===== src/rtl/hazard_scoreboard.sv =====
// -----------------------------------------------------------------------------
// hazard_scoreboard
//
// Pipeline hazard controller for the five-stage core. Selects operand
// forwarding for decode, detects RAW / load-use and CSR hazards, sequences
// multi-cycle mul/div operations occupying execute, squashes a stale in-flight
// fetch after a redirect, and counts fetch-stall cycles.
//
// Ports:
//   clk, reset                         clock, asynchronous active-low reset
//   rs1/rs2_address_decode, _read      decode source registers and use flags
//   rd_address/rd_write_execute/memory destinations in flight
//   load_execute, muldiv_execute       kind of instruction held in execute
//   csr_write_execute/memory/writeback CSR write in flight
//   branch_taken, mret_memory,
//   mret_writeback, traped             redirect sources
//   fetch_ready, mem_ready             bus handshakes from busio
//   perf_clear                         synchronous clear of the stall counter
//   stall_*                            hold the stage register
//   invalidate_*                       load a bubble into the stage register
//   fwd_rs1, fwd_rs2                   0 regfile, 1 execute result, 2 memory result
//   muldiv_busy                        mul/div sequencer is in BUSY
//   perf_stall_count                   saturating count of fetch-stall cycles
// -----------------------------------------------------------------------------
module hazard_scoreboard #(
    parameter int REG_ADDR_W    = 5,
    parameter int FORWARD_EN    = 1,
    parameter int MULDIV_CYCLES = 34,
    parameter int PERF_W        = 32
) (
    input  logic                  clk,
    input  logic                  reset,
    input  logic [REG_ADDR_W-1:0] rs1_address_decode,
    input  logic [REG_ADDR_W-1:0] rs2_address_decode,
    input  logic                  rs1_read_decode,
    input  logic                  rs2_read_decode,
    input  logic [REG_ADDR_W-1:0] rd_address_execute,
    input  logic [REG_ADDR_W-1:0] rd_address_memory,
    input  logic                  rd_write_execute,
    input  logic                  rd_write_memory,
    input  logic                  load_execute,
    input  logic                  muldiv_execute,
    input  logic                  csr_write_execute,
    input  logic                  csr_write_memory,
    input  logic                  csr_write_writeback,
    input  logic                  branch_taken,
    input  logic                  mret_memory,
    input  logic                  mret_writeback,
    input  logic                  traped,
    input  logic                  fetch_ready,
    input  logic                  mem_ready,
    input  logic                  perf_clear,
    output logic                  stall_fetch,
    output logic                  stall_decode,
    output logic                  stall_execute,
    output logic                  stall_memory,
    output logic                  invalidate_fetch,
    output logic                  invalidate_decode,
    output logic                  invalidate_execute,
    output logic                  invalidate_memory,
    output logic [1:0]            fwd_rs1,
    output logic [1:0]            fwd_rs2,
    output logic                  muldiv_busy,
    output logic [PERF_W-1:0]     perf_stall_count
);

    typedef enum logic {
        MD_IDLE,
        MD_BUSY
    } md_state_t;

    localparam logic [1:0] FWD_REGFILE = 2'd0;
    localparam logic [1:0] FWD_EXECUTE = 2'd1;
    localparam logic [1:0] FWD_MEMORY  = 2'd2;

    // The counter holds at most MULDIV_CYCLES-2.
    localparam int CNT_W = (MULDIV_CYCLES > 2) ? $clog2(MULDIV_CYCLES - 1) : 1;
    localparam logic [CNT_W-1:0] CNT_LOAD =
        CNT_W'((MULDIV_CYCLES > 1) ? (MULDIV_CYCLES - 2) : 0);
    localparam logic MULTI_CYCLE = (MULDIV_CYCLES > 1);

    md_state_t        state, state_next;
    logic [CNT_W-1:0] cnt, cnt_next;
    logic             squash_pending, squash_next;

    logic rs1_match_ex, rs1_match_mem, rs2_match_ex, rs2_match_mem;
    logic raw_stall, csr_stall, flush, redir, muldiv_stall;

    // ------------------------------------------------------------------
    // Source/destination matching. x0 is hard-wired zero, never a hazard.
    // ------------------------------------------------------------------
    assign rs1_match_ex  = rs1_read_decode && rd_write_execute &&
                           (rd_address_execute == rs1_address_decode) &&
                           (rs1_address_decode != '0);
    assign rs1_match_mem = rs1_read_decode && rd_write_memory &&
                           (rd_address_memory == rs1_address_decode) &&
                           (rs1_address_decode != '0);
    assign rs2_match_ex  = rs2_read_decode && rd_write_execute &&
                           (rd_address_execute == rs2_address_decode) &&
                           (rs2_address_decode != '0);
    assign rs2_match_mem = rs2_read_decode && rd_write_memory &&
                           (rd_address_memory == rs2_address_decode) &&
                           (rs2_address_decode != '0);

    // NOTE: every signal assigned in an always_comb gets a default first, so
    // no path through the block can leave it unassigned and infer a latch.
    always_comb begin
        fwd_rs1   = FWD_REGFILE;
        fwd_rs2   = FWD_REGFILE;
        raw_stall = 1'b0;
        if (FORWARD_EN != 0) begin
            // Execute is the younger producer, so it wins over memory.
            if (rs1_match_ex)       fwd_rs1 = FWD_EXECUTE;
            else if (rs1_match_mem) fwd_rs1 = FWD_MEMORY;
            if (rs2_match_ex)       fwd_rs2 = FWD_EXECUTE;
            else if (rs2_match_mem) fwd_rs2 = FWD_MEMORY;
            // Load data is not available from execute: one bubble needed.
            raw_stall = (rs1_match_ex || rs2_match_ex) && load_execute;
        end else begin
            raw_stall = rs1_match_ex || rs1_match_mem ||
                        rs2_match_ex || rs2_match_mem;
        end
    end

    assign csr_stall = csr_write_execute || csr_write_memory || csr_write_writeback;
    assign flush     = branch_taken || mret_writeback || traped;
    assign redir     = flush || mret_memory;

    // A single-cycle mul/div never stalls; otherwise execute is held until
    // the last BUSY cycle (cnt == 0).
    assign muldiv_stall = MULTI_CYCLE && muldiv_execute && !redir &&
                          !((state == MD_BUSY) && (cnt == '0));

    // ------------------------------------------------------------------
    // Stall / invalidate. Invalidating a stage overrides stalling it.
    // ------------------------------------------------------------------
    assign invalidate_fetch   = redir || !fetch_ready || squash_pending;
    assign invalidate_decode  = redir || raw_stall || csr_stall;
    assign invalidate_execute = redir || muldiv_stall;
    assign invalidate_memory  = flush || !mem_ready;

    assign stall_memory  = 1'b0;
    assign stall_execute = !invalidate_execute && !mem_ready;
    assign stall_decode  = !invalidate_decode && (stall_execute || muldiv_stall);
    assign stall_fetch   = !invalidate_fetch &&
                           (stall_decode || raw_stall || csr_stall || muldiv_stall);

    assign muldiv_busy = (state == MD_BUSY);

    // ------------------------------------------------------------------
    // Mul/div sequencer
    // ------------------------------------------------------------------
    always_comb begin
        state_next = state;
        cnt_next   = cnt;
        unique case (state)
            MD_IDLE: begin
                if (muldiv_execute && !redir && MULTI_CYCLE) begin
                    state_next = MD_BUSY;
                    cnt_next   = CNT_LOAD;
                end
            end
            MD_BUSY: begin
                if (redir) begin
                    state_next = MD_IDLE;
                    cnt_next   = '0;
                end else if (cnt != '0) begin
                    cnt_next = cnt - CNT_W'(1);
                end else if (mem_ready) begin
                    state_next = MD_IDLE;
                end
            end
        endcase
    end

    // A redirect while the bus has not yet returned the old fetch leaves a
    // stale word in flight; drop it when it finally arrives.
    assign squash_next = !fetch_ready && (redir || squash_pending);

    // NOTE: sequential state uses non-blocking assignments so every register
    // samples pre-edge values regardless of statement order.
    always_ff @(posedge clk or negedge reset) begin
        if (!reset) begin
            state          <= MD_IDLE;
            cnt            <= '0;
            squash_pending <= 1'b0;
        end else begin
            state          <= state_next;
            cnt            <= cnt_next;
            squash_pending <= squash_next;
        end
    end

    // ------------------------------------------------------------------
    // Saturating fetch-stall counter; clear wins over increment.
    // ------------------------------------------------------------------
    always_ff @(posedge clk or negedge reset) begin
        if (!reset) begin
            perf_stall_count <= '0;
        end else if (perf_clear) begin
            perf_stall_count <= '0;
        end else if (stall_fetch && (perf_stall_count != '1)) begin
            perf_stall_count <= perf_stall_count + PERF_W'(1);
        end
    end

endmodule


===== config.mk =====
export PLATFORM = sky130hd
export DESIGN_NAME = hazard_scoreboard
export DESIGN_NICKNAME = d
export VERILOG_FILES = /design/src/rtl/hazard_scoreboard.sv
export SDC_FILE = /design/constraint.sdc
export NUM_CORES = 1
export LEC_CHECK = 0
export ABC_CLOCK_PERIOD_IN_PS = 3600
export CAP_MARGIN = 20
export CELL_PAD_IN_SITES_DETAIL_PLACEMENT = 1
export CELL_PAD_IN_SITES_GLOBAL_PLACEMENT = 1
export CORE_MARGIN = 2
export CORE_UTILIZATION = 36
export CTS_CLUSTER_DIAMETER = 30
export CTS_CLUSTER_SIZE = 10
export DETAILED_ROUTE_END_ITERATION = 6
export PLACE_DENSITY_LB_ADDON = 0.2
export SYNTH_ARGS = -nofsm -noshare
export SYNTH_HDL_FRONTEND = slang
export SYNTH_SLANG_ARGS = --single-unit

===== constraint.sdc =====
create_clock -name clk -period 3.6 [get_ports clk]
set_clock_uncertainty 0.1 [all_clocks]
set_input_delay 0.72 -clock clk [delete_from_list [all_inputs] [get_ports clk]]
set_output_delay 0.72 -clock clk [all_outputs]
set_load 0.02 [all_outputs]

==> key figures, run 1 <==
Detailed routing
  • Vias/cell: roughly 5.3
  • Residual DRC: 0
  • Via count: 2621
  • Post-DRT Antenna Nets: 0
  • Drt first pass iters: 4
  • Total Routed Length: a little under 8 mm
  • DRT iter0 DRCs: ~60
  • Wire per inst: approximately 16 um

Final layout
  • Area delta synth->final: 46.6%
  • Cell Count, Final, Fillers Out: around 500
  • Fraction of layout cells with a size suffix above 1: 0.115
  • Fin util: 0.548
  • Multi-input logic area: 1470 um2
  • Net count, final: between 400 and 500
  • Fill cell count: slightly above 800
  • Number of diodes: 0
  • FF/Latch Area: 1000 um2
  • Fin area: roughly 3700 um2

Clock network
  • Clk sinks: 40
  • Root Driver: clkbuf_8
  • CTS clock-pin slew for the worst setup and hold paths: 0.08 ns
  • Clk buf depth: 2
  • CTS tree: built
  • Clock Latency Late Sink: roughly 0.30 ns
  • CTS buffer count: 5
  • H-tree levels: 2

Worst setup path
  • Worst path cell trace: clkdlybuf4s50_1, or4_4, o21ai_4, nor3_2, o21ai_1, buf_4, nand3_1, buf_4, buf_2
  • Setup crit start kind: input port
  • Slowest cell on the critical path: or4_4
  • Worst Path Arrival: about 2.7 ns
  • Delay of the slowest critical-path stage: 0.57 ns
  • Cell repeated most along the worst path: buf_4
  • Critical path buffer and inverter count: 4
  • Worst-path fanout max: 2
  • CP required: 2.78 ns
  • CP delay by family, top: buffers and inverters
  • Crit path kind: in2out
  • Critical Path Sink Type: output pin

Floorplanning
  • CORE AREA: just under 7000 um2
  • Io pins: 83
  • Row cnt: 30
  • Horiz. Die Dim: around 88 um
  • Die ar.: 7740 um2
  • Die Span Y: just under 90 um
  • Initial core utilization: 0.374

Global route
  • Top Usage Layer GRT: met2
  • Grt ovf: 0
  • Initial antenna violation count: 0
  • M1 GR Usage: 0.268
  • Met2 Resource Use GR: 0.391
  • Met3 GRT Util: 0.0358
  • Vias in the first global route: ~2800
  • Tot GR Track Use: 0.219
  • Largest net degree at the start of global routing: 53
  • First-pass GRT wire length: 13.3 mm

Place
  • Hpwl dp: between 6 and 7 mm
  • Post-DP Area: between 3000 and 4000 um2
  • Placed insts: 486
  • I/O Buffers: 81
  • GP Congestion: about 0.8

Pwr
  • Switching Fraction: 0.252
  • Clock power share: 0.377
  • Leak: around 1.4 nW
  • Power per standard cell area: 294 nW/um2
  • Sequential power share: 0.450
  • Comb pwr share: 0.173
  • Cell internal pwr: 0.817 mW
  • Net Sw Power: approximately 0.28 mW
  • Peak VDD IR: ~0.00024 V

Logic synthesis
  • Ys async rst share: 1.00
  • Cell Area, Synth: roughly 2500 um2
  • Mean Syn Cell Area: ~8.5 um2
  • Sequential share of the synthesized area: 0.394
  • Yosys Warn Count: 0
  • FF+latch count, synth: 40
  • Syn_nets: roughly 340
  • Distinct cells, synth: slightly above 40
  • Mapped Cells: ~300
  • Ys flop type: dfrtp_1
  • Post-synth EDFFs: 0

STA
  • Final count of hold timing violations: 0
  • Slew @ Worst Pin: 0.931 ns
  • Final setup violating endpoints: 0
  • Final Cycle Share: 0.986
  • Slew Viols, Final: 0
  • Fmax: about 280 MHz
  • Fin crit period: 3.55 ns
  • Slew margin rel.: 0.380

Min path
  • Hold crit path type: reg2reg

Outcome
  • Outcome: finished, final reports clean

Flow run
  • Max-Cap Viols: 0
-- path summary, 6_finish.rpt --
path	from	to	slack (ns)	depth (start not counted)
max in group asynchronous	reset	perf_stall_count[29]$_DFFE_PN0P_	2.36	1
hold / removal	squash_pending$_DFF_PN0_	squash_pending$_DFF_PN0_	0.41	2
min in group asynchronous	reset	cnt[0]$_DFFE_PN0P_	0.44	1
hold reg to reg	squash_pending$_DFF_PN0_	squash_pending$_DFF_PN0_	0.41	2
setup / recovery	rs1_address_decode[0]	invalidate_decode	0.05	9
setup reg to reg	perf_stall_count[0]$_DFFE_PN0P_	perf_stall_count[21]$_DFFE_PN0P_	0.62	8
-- area by class of cell --
class,count,area share
sequential,40,0.269
timing repair buffer,107,0.266
inverter,5,0.00504
multi-input combinational,239,0.394
clock inverter,1,0.00807
tap,96,0.0323
clock buffer,7,0.0259
-- cell families after synthesis --
kind of cell	share of synthesized area
and+or+nand+nor	0.293
AOI/OAI and AO/OA	0.142
DFF	0.394
xor gates and xnor gates	0.0828
buffers and inverters	0.0370
muxes	0.0340
adders and majority gates	0.0148
other	0.00148
-- synthesized netlist by cell type, drive strengths merged (3+ instances only) --
master,number,area (um2)
a21oi,28,140
and3,7,43.8
buf,7,52.6
clkbuf,6,22.5
dfrtp,40,1000
ha,3,37.5
inv,5,18.8
mux2,5,56.3
mux2i,3,30.0
nand2,25,93.8
nand3,22,115
nand4,4,25.0
nor2,25,93.8
nor2b,6,37.5
nor3,11,55.1
nor4,4,40.0
o21ai,25,125
o31ai,4,30.0
or3,21,131
or4,7,56.3
xnor2,13,114
xor2,11,96.3
-- state kept, by name, summed over array words and instances, names as in the netlist --
signal            count
muldiv_busy           1
squash_pending        1
perf_stall_count     32
cnt                   6
-- repair_timing --
item | in CTS | in global routing
buffers inserted | 1 | 0
resized for setup | 12 | 5
hold buffers | 0 | 0
pin swaps | 1 | 3
setup endpoints to repair | 5 | 3
-- cells in the final DEF (no fill, tap or decap), types with 5 or more instances in the layout --
cell type        instances
inv_1                    5
buf_4                   26
nand2_1                 25
clkbuf_8                 7
mux2_1                   5
clkdlybuf4s50_1         75
a21oi_1                 28
xnor2_1                 13
nor2b_1                  6
dfrtp_1                 40
nor3_1                  10
or4_1                    5
or3_1                   21
nand3_1                 21
nor2_1                  25
o21ai_1                 20
xor2_1                  11
and3_1                   7
-- layer usage --
| layer | vias to the layer above | wire length [um] |
|---|---|---|
| met1 | 1294 | 3450 |
| li1 | 1267 | - |
| met4 | 0 | 182 |
| met2 | 46 | 4110 |
| met3 | 14 | 207 |
| met5 | - | 0 |
-- per-stage QoR --
step | total power, mW | TNS [ns] | hold WS, ns | setup WS, ns
finish | 1.09 | 0 | 0.406 | 0.0494
global route | 1.14 | -0.0103 | 0.454 | -0.0103
CTS | 1.10 | 0 | 0.421 | 0.0155
detailed placement | 0.689 | -1.37 | 0.402 | -0.299
global placement | 0.683 | -0.737 | 0.364 | -0.247
floorplan | 0.589 | 0 | 0.324 | 0.419
-- power groups by stage --
stage	clock network [mW]	logic, mW	registers [mW]
floorplan	0	0.0923	0.497
global placement	0	0.183	0.499
detailed placement	0	0.188	0.501
CTS	0.418	0.191	0.492
global route	0.438	0.210	0.496
finish	0.412	0.189	0.492
-- worst min-delay path, stage by stage (launching register included) --
cell     delay [ns]
dfrtp_1        0.33
nor2_1         0.06
nor2_1         0.08
Note: power is estimated with default switching activity, not from simulation.
==> inputs of run 2 (changes only) <==
--- a/config.mk
+++ b/config.mk
@@ -5,12 +5,12 @@
 export SDC_FILE = /design/constraint.sdc
 export NUM_CORES = 1
 export LEC_CHECK = 0
-export ABC_CLOCK_PERIOD_IN_PS = 3600
+export ABC_CLOCK_PERIOD_IN_PS = 3000
 export CAP_MARGIN = 20
 export CELL_PAD_IN_SITES_DETAIL_PLACEMENT = 1
 export CELL_PAD_IN_SITES_GLOBAL_PLACEMENT = 1
 export CORE_MARGIN = 2
-export CORE_UTILIZATION = 36
+export CORE_UTILIZATION = 30
 export CTS_CLUSTER_DIAMETER = 30
 export CTS_CLUSTER_SIZE = 10
 export DETAILED_ROUTE_END_ITERATION = 6
==> constraint.sdc (replaced) <==
create_clock -name clk -period 3 [get_ports clk]
set_clock_uncertainty 0.1 [all_clocks]
set_input_delay 0.6 -clock clk [delete_from_list [all_inputs] [get_ports clk]]
set_output_delay 0.6 -clock clk [all_outputs]
set_load 0.02 [all_outputs]
==> run 2 against run 1 <==
Effect of this change:
- total power rose by 19%
- register-to-register slack got worse by 0.27 ns
- global-route usage shrank 3.1 points
- highest routed layer unchanged
- critical path type unchanged
- largest cell class unchanged
==> key figures, run 2 (synthesis results as in run 1) <==
Clock network
  • Hold_buf cts: 0 (unchanged)
  • CTS tree: built (unchanged)
  • CTS clock-pin slew for the worst setup and hold paths: 0.09 ns (was 0.08 ns)
  • Root Driver: clkbuf_8 (unchanged)
  • Clk sinks: 40 (unchanged)
  • CTS buffer count: 5 (unchanged)
  • H-tree levels: 2 (unchanged)
  • Clk buf depth: 2 (unchanged)
  • Clock Latency Late Sink: 0.30 ns (about the same)

Final layout
  • Largest regs: perf_stall_count (32), cnt (6) (unchanged)
  • Fin area: 3980 um2 (was 3720 um2)
  • Net count, final: 464 (was 439)
  • Most frequent cells in the layout: 56 x clkdlybuf4s50_1, 51 x buf_4, 40 x dfrtp_1, 25 x nand2_1 (was 75 x clkdlybuf4s50_1, 40 x dfrtp_1, 28 x a21oi_1, 26 x buf_4)
  • Max reg flops: 32 (unchanged)
  • Most common cell after layout, fill and taps aside: clkdlybuf4s50_1 (unchanged)
  • Area delta synth->final: 56.8% (was 46.6%)
  • Number of diodes: 0 (unchanged)
  • Most flop-heavy register: perf_stall_count (unchanged)
  • Fraction of layout cells with a size suffix above 1: 0.203 (was 0.115)

Worst setup path
  • Setup crit start kind: input port (unchanged)
  • CP required: 2.30 ns (was 2.78 ns)
  • Critical Path Sink Type: output pin (unchanged)
  • Crit path kind: in2out (unchanged)
  • Worst-path fanout max: 3 (was 2)
  • Worst r2r src: perf_stall_count[9]$_DFFE_PN0P_ (was perf_stall_count[0]$_DFFE_PN0P_)
  • R2R Setup Slk: 0.35 ns (was 0.62 ns)
  • Critical path buffer and inverter count: 3 (was 4)
  • CP delay by family, top: buffers and inverters (unchanged)
  • Worst Path Arrival: 2.23 ns (was 2.73 ns)
  • Worst Reg-to-Reg Cells: 7 (was 8)
  • Delay of the slowest critical-path stage: 0.51 ns (was 0.57 ns)
  • Worst path cell trace: clkdlybuf4s50_1, xnor2_1, nand4_1, nor3_4, o21ai_2, a21o_1, inv_1, buf_4 (was clkdlybuf4s50_1, or4_4, o21ai_4, nor3_2, o21ai_1, buf_4, nand3_1, buf_4, buf_2)
  • Slowest cell on the critical path: clkdlybuf4s50_1 (was or4_4)
  • Worst R2R End: perf_stall_count[25]$_DFFE_PN0P_ (was perf_stall_count[21]$_DFFE_PN0P_)

STA
  • Final Cycle Share: 0.977
  • Fmax: approximately 340 MHz
  • Final setup margin: 0.0675 ns (was 0.0494 ns)
  • Fin crit period: slightly below 3 ns
  • Slew Viols, Final: 0 (unchanged)
  • Final count of hold timing violations: 0 (unchanged)
  • Final setup violating endpoints: 0 (unchanged)
  • Slew margin rel.: 0.372 (was 0.380)
  • Slew @ Worst Pin: 0.941 ns (was 0.931 ns)

Pwr
  • Peak VDD IR: 0.000152 V (was 0.000243 V)
  • Power per standard cell area: 326 nW/um2 (was 294 nW/um2)
  • Leak: 1.65 nW (was 1.45 nW)

Outcome
  • Outcome: finished, final reports clean (unchanged)

Floorplanning
  • Die ar.: 9210 um2 (was 7740 um2)
  • Initial core utilization: 0.309 (was 0.374)
  • Row cnt: 33 (was 30)
  • CORE AREA: 8220 um2 (was 6790 um2)
  • Io pins: 83 (unchanged)
  • Die Span Y: 96.0 um (was 88.0 um)
  • Horiz. Die Dim: 96.0 um (was 88.0 um)

Place
  • Post-DP Area: 3730 um2 (was 3580 um2)
  • Pre-CTS WS: -0.690 ns (was -0.299 ns)
  • Hpwl dp: 6.14 mm (was 6.02 mm)
  • I/O Buffers: 81 (unchanged)
  • GP Congestion: 0.849 (was 0.809)

Detailed routing
  • Vias/cell: 5.14 (was 5.29)
  • DRT iter0 DRCs: 76 (was 59)
  • Residual DRC: 0 (unchanged)
  • Via count: 2717 (was 2621)
  • Wire per inst: 15.9 um (was 16.1 um)
  • Post-DRT Antenna Nets: 0 (unchanged)
  • Drt first pass iters: 4 (unchanged)
  • Total Routed Length: 8.39 mm (was 7.95 mm)

Global route
  • Grt ovf: 0 (unchanged)
  • Initial antenna violation count: 0 (unchanged)
  • Largest net degree at the start of global routing: 41 (was 53)
  • Tot GR Track Use: 0.188 (was 0.219)
  • Vias in the first global route: 2704 (was 2782)
  • First-pass GRT wire length: 13.3 mm (about the same)

Flow run
  • Max-Cap Viols: 0 (unchanged)

Min path
  • Hold crit path type: in2async (was reg2reg)
[run 2: worst max path at each step]
stage | start | to | slack (ns) | cells after the start
after floorplan | rs1_address_decode[0] | stall_decode | 0.06 | 6
after global placement | rs1_address_decode[0] | stall_decode | -0.61 | 8
after detailed placement | rs1_address_decode[0] | stall_decode | -0.69 | 8
after CTS | rs1_address_decode[3] | stall_decode | 0.0008 | 8
after global routing | rd_address_execute[4] | perf_stall_count[15]$_DFFE_PN0P_ | -0.02 | 10
final | rd_address_execute[4] | stall_fetch | 0.07 | 8
[run 2: what timing repair did]
| action | 4_1_cts | 5_1_grt |
|---|---|---|
| pin swaps | 9 | 11 |
| endpoints found under the setup margin | 30 | 36 |
| resized for setup | 41 | 23 |
| gates cloned | 2 | 0 |
| buffers inserted | 4 | 1 |
[run 2: layout make-up]
class / count / area (um2)
well taps: 105 / 131
repair buffers: 130 / 1160
clock buffers: 5 / 68.8
inverters: 5 / 18.8
flip-flops and latches: 40 / 1000
clock inverters: 3 / 42.5
fillers: 962 / 4240
multi-input cells: 241 / 1560
[run 2: stage by stage]
step / util / cells / setup TNS (ns) / hold WS (ns) / power (mW)
3_5_place_dp: 0.454 / 514 / -14.32 / 0.376 / 0.848
4_1_cts: 0.475 / 528 / 0 / 0.366 / 1.31
3_3_place_gp: 0.454 / 514 / -9.84 / 0.362 / 0.843
2_1_floorplan: - / 297 / 0 / 0.204 / 0.707
5_1_grt: 0.485 / 529 / -0.0368 / 0.393 / 1.36
6_report: 0.485 / 529 / 0 / 0.324 / 1.30
[run 2: per-layer routing]
metal / part of all wire / track usage
met1: 0.46 / 0.245
met2: 0.50 / 0.325
met3: 0.021 / 0.0305
met4: 0.012 / 0.0417
met5: 0 / 0
[run 2: where the power goes]
group | internal, mW | switching, mW | total (mW) | leakage, nW
Clock | 0.246 | 0.206 | 0.452 | 0.0541
Combinational | 0.138 | 0.118 | 0.256 | 1.04
Sequential | 0.567 | 0.0232 | 0.590 | 0.550
Total | 0.951 | 0.347 | 1.30 | 1.65
==> inputs of run 3 (changes only) <==
--- a/config.mk
+++ b/config.mk
@@ -8,9 +8,9 @@
 export ABC_CLOCK_PERIOD_IN_PS = 3000
 export CAP_MARGIN = 20
 export CELL_PAD_IN_SITES_DETAIL_PLACEMENT = 1
-export CELL_PAD_IN_SITES_GLOBAL_PLACEMENT = 1
+export CELL_PAD_IN_SITES_GLOBAL_PLACEMENT = 2
 export CORE_MARGIN = 2
-export CORE_UTILIZATION = 30
+export CORE_UTILIZATION = 24
 export CTS_CLUSTER_DIAMETER = 30
 export CTS_CLUSTER_SIZE = 10
 export DETAILED_ROUTE_END_ITERATION = 6
==> run 3 against run 2 <==
Effect of this change:
- die area rose by 24%
- combinational power fell by 6%
- global-route usage fell by 2.5 points
- setup slack got worse by 0.0052 ns
- cell count rose by 5.9%
- highest routed layer unchanged
- total power rose by 2.5%
==> key figures, run 3 (synthesis results as in run 1) <==
Place
  • GP Congestion: 0.839 (was 0.849)
  • I/O Buffers: 81 (unchanged)
  • Hpwl dp: 6.55 mm (was 6.14 mm)
  • Pre-CTS WS: -0.663 ns (was -0.690 ns)
  • Placed insts: 545 (was 514)

Global route
  • Vias in the first global route: 2917 (was 2704)
  • Tot GR Track Use: 0.163 (was 0.188)
  • Largest net degree at the start of global routing: 41 (unchanged)
  • Grt ovf: 0 (unchanged)
  • Initial antenna violation count: 0 (unchanged)
  • First-pass GRT wire length: 14.8 mm (was 13.3 mm)

Clock network
  • Clk buf depth: 2 (unchanged)
  • CTS clock-pin slew for the worst setup and hold paths: 0.08 ns (was 0.09 ns)
  • CTS buffer count: 5 (unchanged)
  • Hold_buf cts: 0 (unchanged)
  • Root Driver: clkbuf_8 (unchanged)
  • Clock Latency Late Sink: 0.30 ns (about the same)
  • Clk sinks: 40 (unchanged)
  • CTS tree: built (unchanged)
  • H-tree levels: 2 (unchanged)

Outcome
  • Outcome: finished, final reports clean (unchanged)

Worst setup path
  • Cell repeated most along the worst path: buf_4
  • Slowest cell on the critical path: a211o_4 (was clkdlybuf4s50_1)
  • Worst R2R End: perf_stall_count[25]$_DFFE_PN0P_ (unchanged)
  • Critical path buffer and inverter count: 5 (was 3)
  • CP required: 3.12 ns (was 2.30 ns)
  • CP delay by family, top: buffers and inverters (unchanged)
  • Worst Reg-to-Reg Cells: 7 (unchanged)
  • R2R Setup Slk: 0.30 ns (was 0.35 ns)
  • Critical Path Sink Type: flop (was output pin)
  • Worst path cell trace: dlygate4sd2_1, buf_4, xnor2_1, nand4_1, nor3_2, o21ai_2, buf_4, buf_4, a211o_4, buf_6, or3_4, a21oi_2 (was clkdlybuf4s50_1, xnor2_1, nand4_1, nor3_4, o21ai_2, a21o_1, inv_1, buf_4)
  • Worst Path Arrival: 3.05 ns (was 2.23 ns)
  • Setup crit start kind: input port (unchanged)
  • Worst setup startpoint: rs1_address_decode[3] (was rd_address_execute[4])
  • Worst r2r src: perf_stall_count[9]$_DFFE_PN0P_ (unchanged)
  • Crit path kind: in2reg (was in2out)
  • Delay of the slowest critical-path stage: 0.40 ns (was 0.51 ns)
  • Worst-path fanout max: 7 (was 3)

Pwr
  • Total power: 1.33 mW (was 1.30 mW)
  • Cell internal pwr: 0.987 mW (was 0.951 mW)
  • Comb pwr share: 0.181 (was 0.198)
  • Clock power share: 0.376 (was 0.348)
  • Sequential power share: 0.443 (was 0.454)
  • Power per standard cell area: 327 nW/um2 (was 326 nW/um2)
  • Peak VDD IR: 0.000199 V (was 0.000152 V)
  • Leak: 1.67 nW (was 1.65 nW)
  • Net Sw Power: 0.343 mW (was 0.347 mW)
  • Switching Fraction: 0.258 (was 0.267)

Detailed routing
  • Residual DRC: 0 (unchanged)
  • Vias/cell: 4.86 (was 5.14)
  • Post-DRT Antenna Nets: 0 (unchanged)
  • DRT iter0 DRCs: 47 (was 76)
  • Total Routed Length: 8.91 mm (was 8.39 mm)
  • Wire per inst: 15.9 um (about the same)
  • Drt first pass iters: 4 (unchanged)
  • Via count: 2721 (was 2717)

STA
  • Final setup violating endpoints: 0 (unchanged)
  • Fin crit period: 2.94 ns (was 2.93 ns)
  • Fmax: 340 MHz (was 341 MHz)
  • Slew Viols, Final: 0 (unchanged)
  • Final hold slack: 0.258 ns (was 0.324 ns)
  • Slew margin rel.: 0.553 (was 0.372)
  • Slew @ Worst Pin: 0.668 ns (was 0.941 ns)
  • Final Cycle Share: 0.979 (was 0.977)
  • Final setup margin: 0.0624 ns (was 0.0675 ns)
  • Final count of hold timing violations: 0 (unchanged)

Final layout
  • Area delta synth->final: 60.5% (was 56.8%)
  • Largest regs: perf_stall_count (32), cnt (6) (unchanged)
  • Fin util: 0.396 (was 0.485)
  • Most flop-heavy register: perf_stall_count (unchanged)
  • Most frequent cells in the layout: 56 x clkdlybuf4s50_1, 44 x buf_4, 40 x dfrtp_1, 25 x nand2_1, 24 x nor2_1 (was 56 x clkdlybuf4s50_1, 51 x buf_4, 40 x dfrtp_1, 25 x nand2_1)
  • Cell Count, Final, Fillers Out: 560 (was 529)
  • Max reg flops: 32 (unchanged)
  • Net count, final: 464 (unchanged)
  • Fraction of layout cells with a size suffix above 1: 0.212 (was 0.203)
  • Most common cell after layout, fill and taps aside: clkdlybuf4s50_1 (unchanged)
  • Number of diodes: 0 (unchanged)

Floorplanning
  • Row cnt: 37 (was 33)
  • Die ar.: 11400 um2 (was 9210 um2)
  • CORE AREA: 10300 um2 (was 8220 um2)
  • Io pins: 83 (unchanged)
  • Horiz. Die Dim: 107 um (was 96.0 um)
  • Die Span Y: 107 um (was 96.0 um)
  • Initial core utilization: 0.247 (was 0.309)

Min path
  • Hold crit path type: in2async (unchanged)

Flow run
  • Max-Cap Viols: 0 (unchanged)
run 3: changes by cell type in the layout (fill, tap and decap cells not counted), sizes merged:
cell,previous run,this run
clkdlybuf4s15,0,1
clkbuf,5,8
clkinv,1,0
dlymetal6s2s,7,6
dlygate4sd2,12,13
buf,55,53
clkinvlp,1,0
run 3: metrics by stage:
step | cell area, um2 | setup TNS [ns]
floorplan | 2540 | 0
global placement | 3780 | -9.91
detailed placement | 3780 | -14.00
CTS | 3960 | 0
global route | 4070 | -0.926
finish | 4070 | 0
run 3: cell type report:
type / instances / area (um2)
Sequential cell: 40 / 1000
Clock buffer: 7 / 96.3
Clock inverter: 1 / 30.0
Timing Repair Buffer: 130 / 1210
Inverter: 5 / 18.8
Fill cell: 1215 / 6200
Multi-Input combinational cell: 241 / 1550
Tap cell: 136 / 170
run 3: per-layer routing:
metal | track usage | share of wire | vias to the layer above | wire [um]
li1 | - | - | 1325 | -
met1 | 0.202 | 0.45 | 1347 | 4010
met2 | 0.288 | 0.51 | 37 | 4540
met3 | 0.0322 | 0.023 | 12 | 209
met4 | 0.0417 | 0.017 | 0 | 150
met5 | 0 | 0 | - | 0
run 3: worst reg2reg max path: cells and delay by family (launching register included):
family / cells / cell delay (ns)
flip-flops: 1 / 0.43
AND/OR/NAND/NOR: 5 / 1.38
multiplexers: 1 / 0.31
AO/OA/AOI/OAI: 1 / 0.36
run 3: worst max path at each step:
stage	end	slack, ns	depth (start not counted)
2_1_floorplan	stall_decode	0.06	6
3_3_place_gp	stall_decode	-0.60	8
3_5_place_dp	stall_decode	-0.66	8
4_1_cts	perf_stall_count[16]$_DFFE_PN0P_	0.003	12
5_1_grt	perf_stall_count[28]$_DFFE_PN0P_	-0.07	12
6_report	perf_stall_count[28]$_DFFE_PN0P_	0.06	12
run 3: repair_timing:
item	CTS	global route
endpoints found under the setup margin	30	34
buffers inserted	3	1
resized for setup	43	24
gates cloned	2	1
pin swaps	15	8
run 3: power groups by stage:
stage / sequential, mW / clock, mW / combinational [mW]
floorplan: 0.596 / 0 / 0.111
global placement: 0.599 / 0 / 0.235
detailed placement: 0.601 / 0 / 0.237
CTS: 0.590 / 0.518 / 0.240
global route: 0.593 / 0.545 / 0.270
finish: 0.590 / 0.500 / 0.240
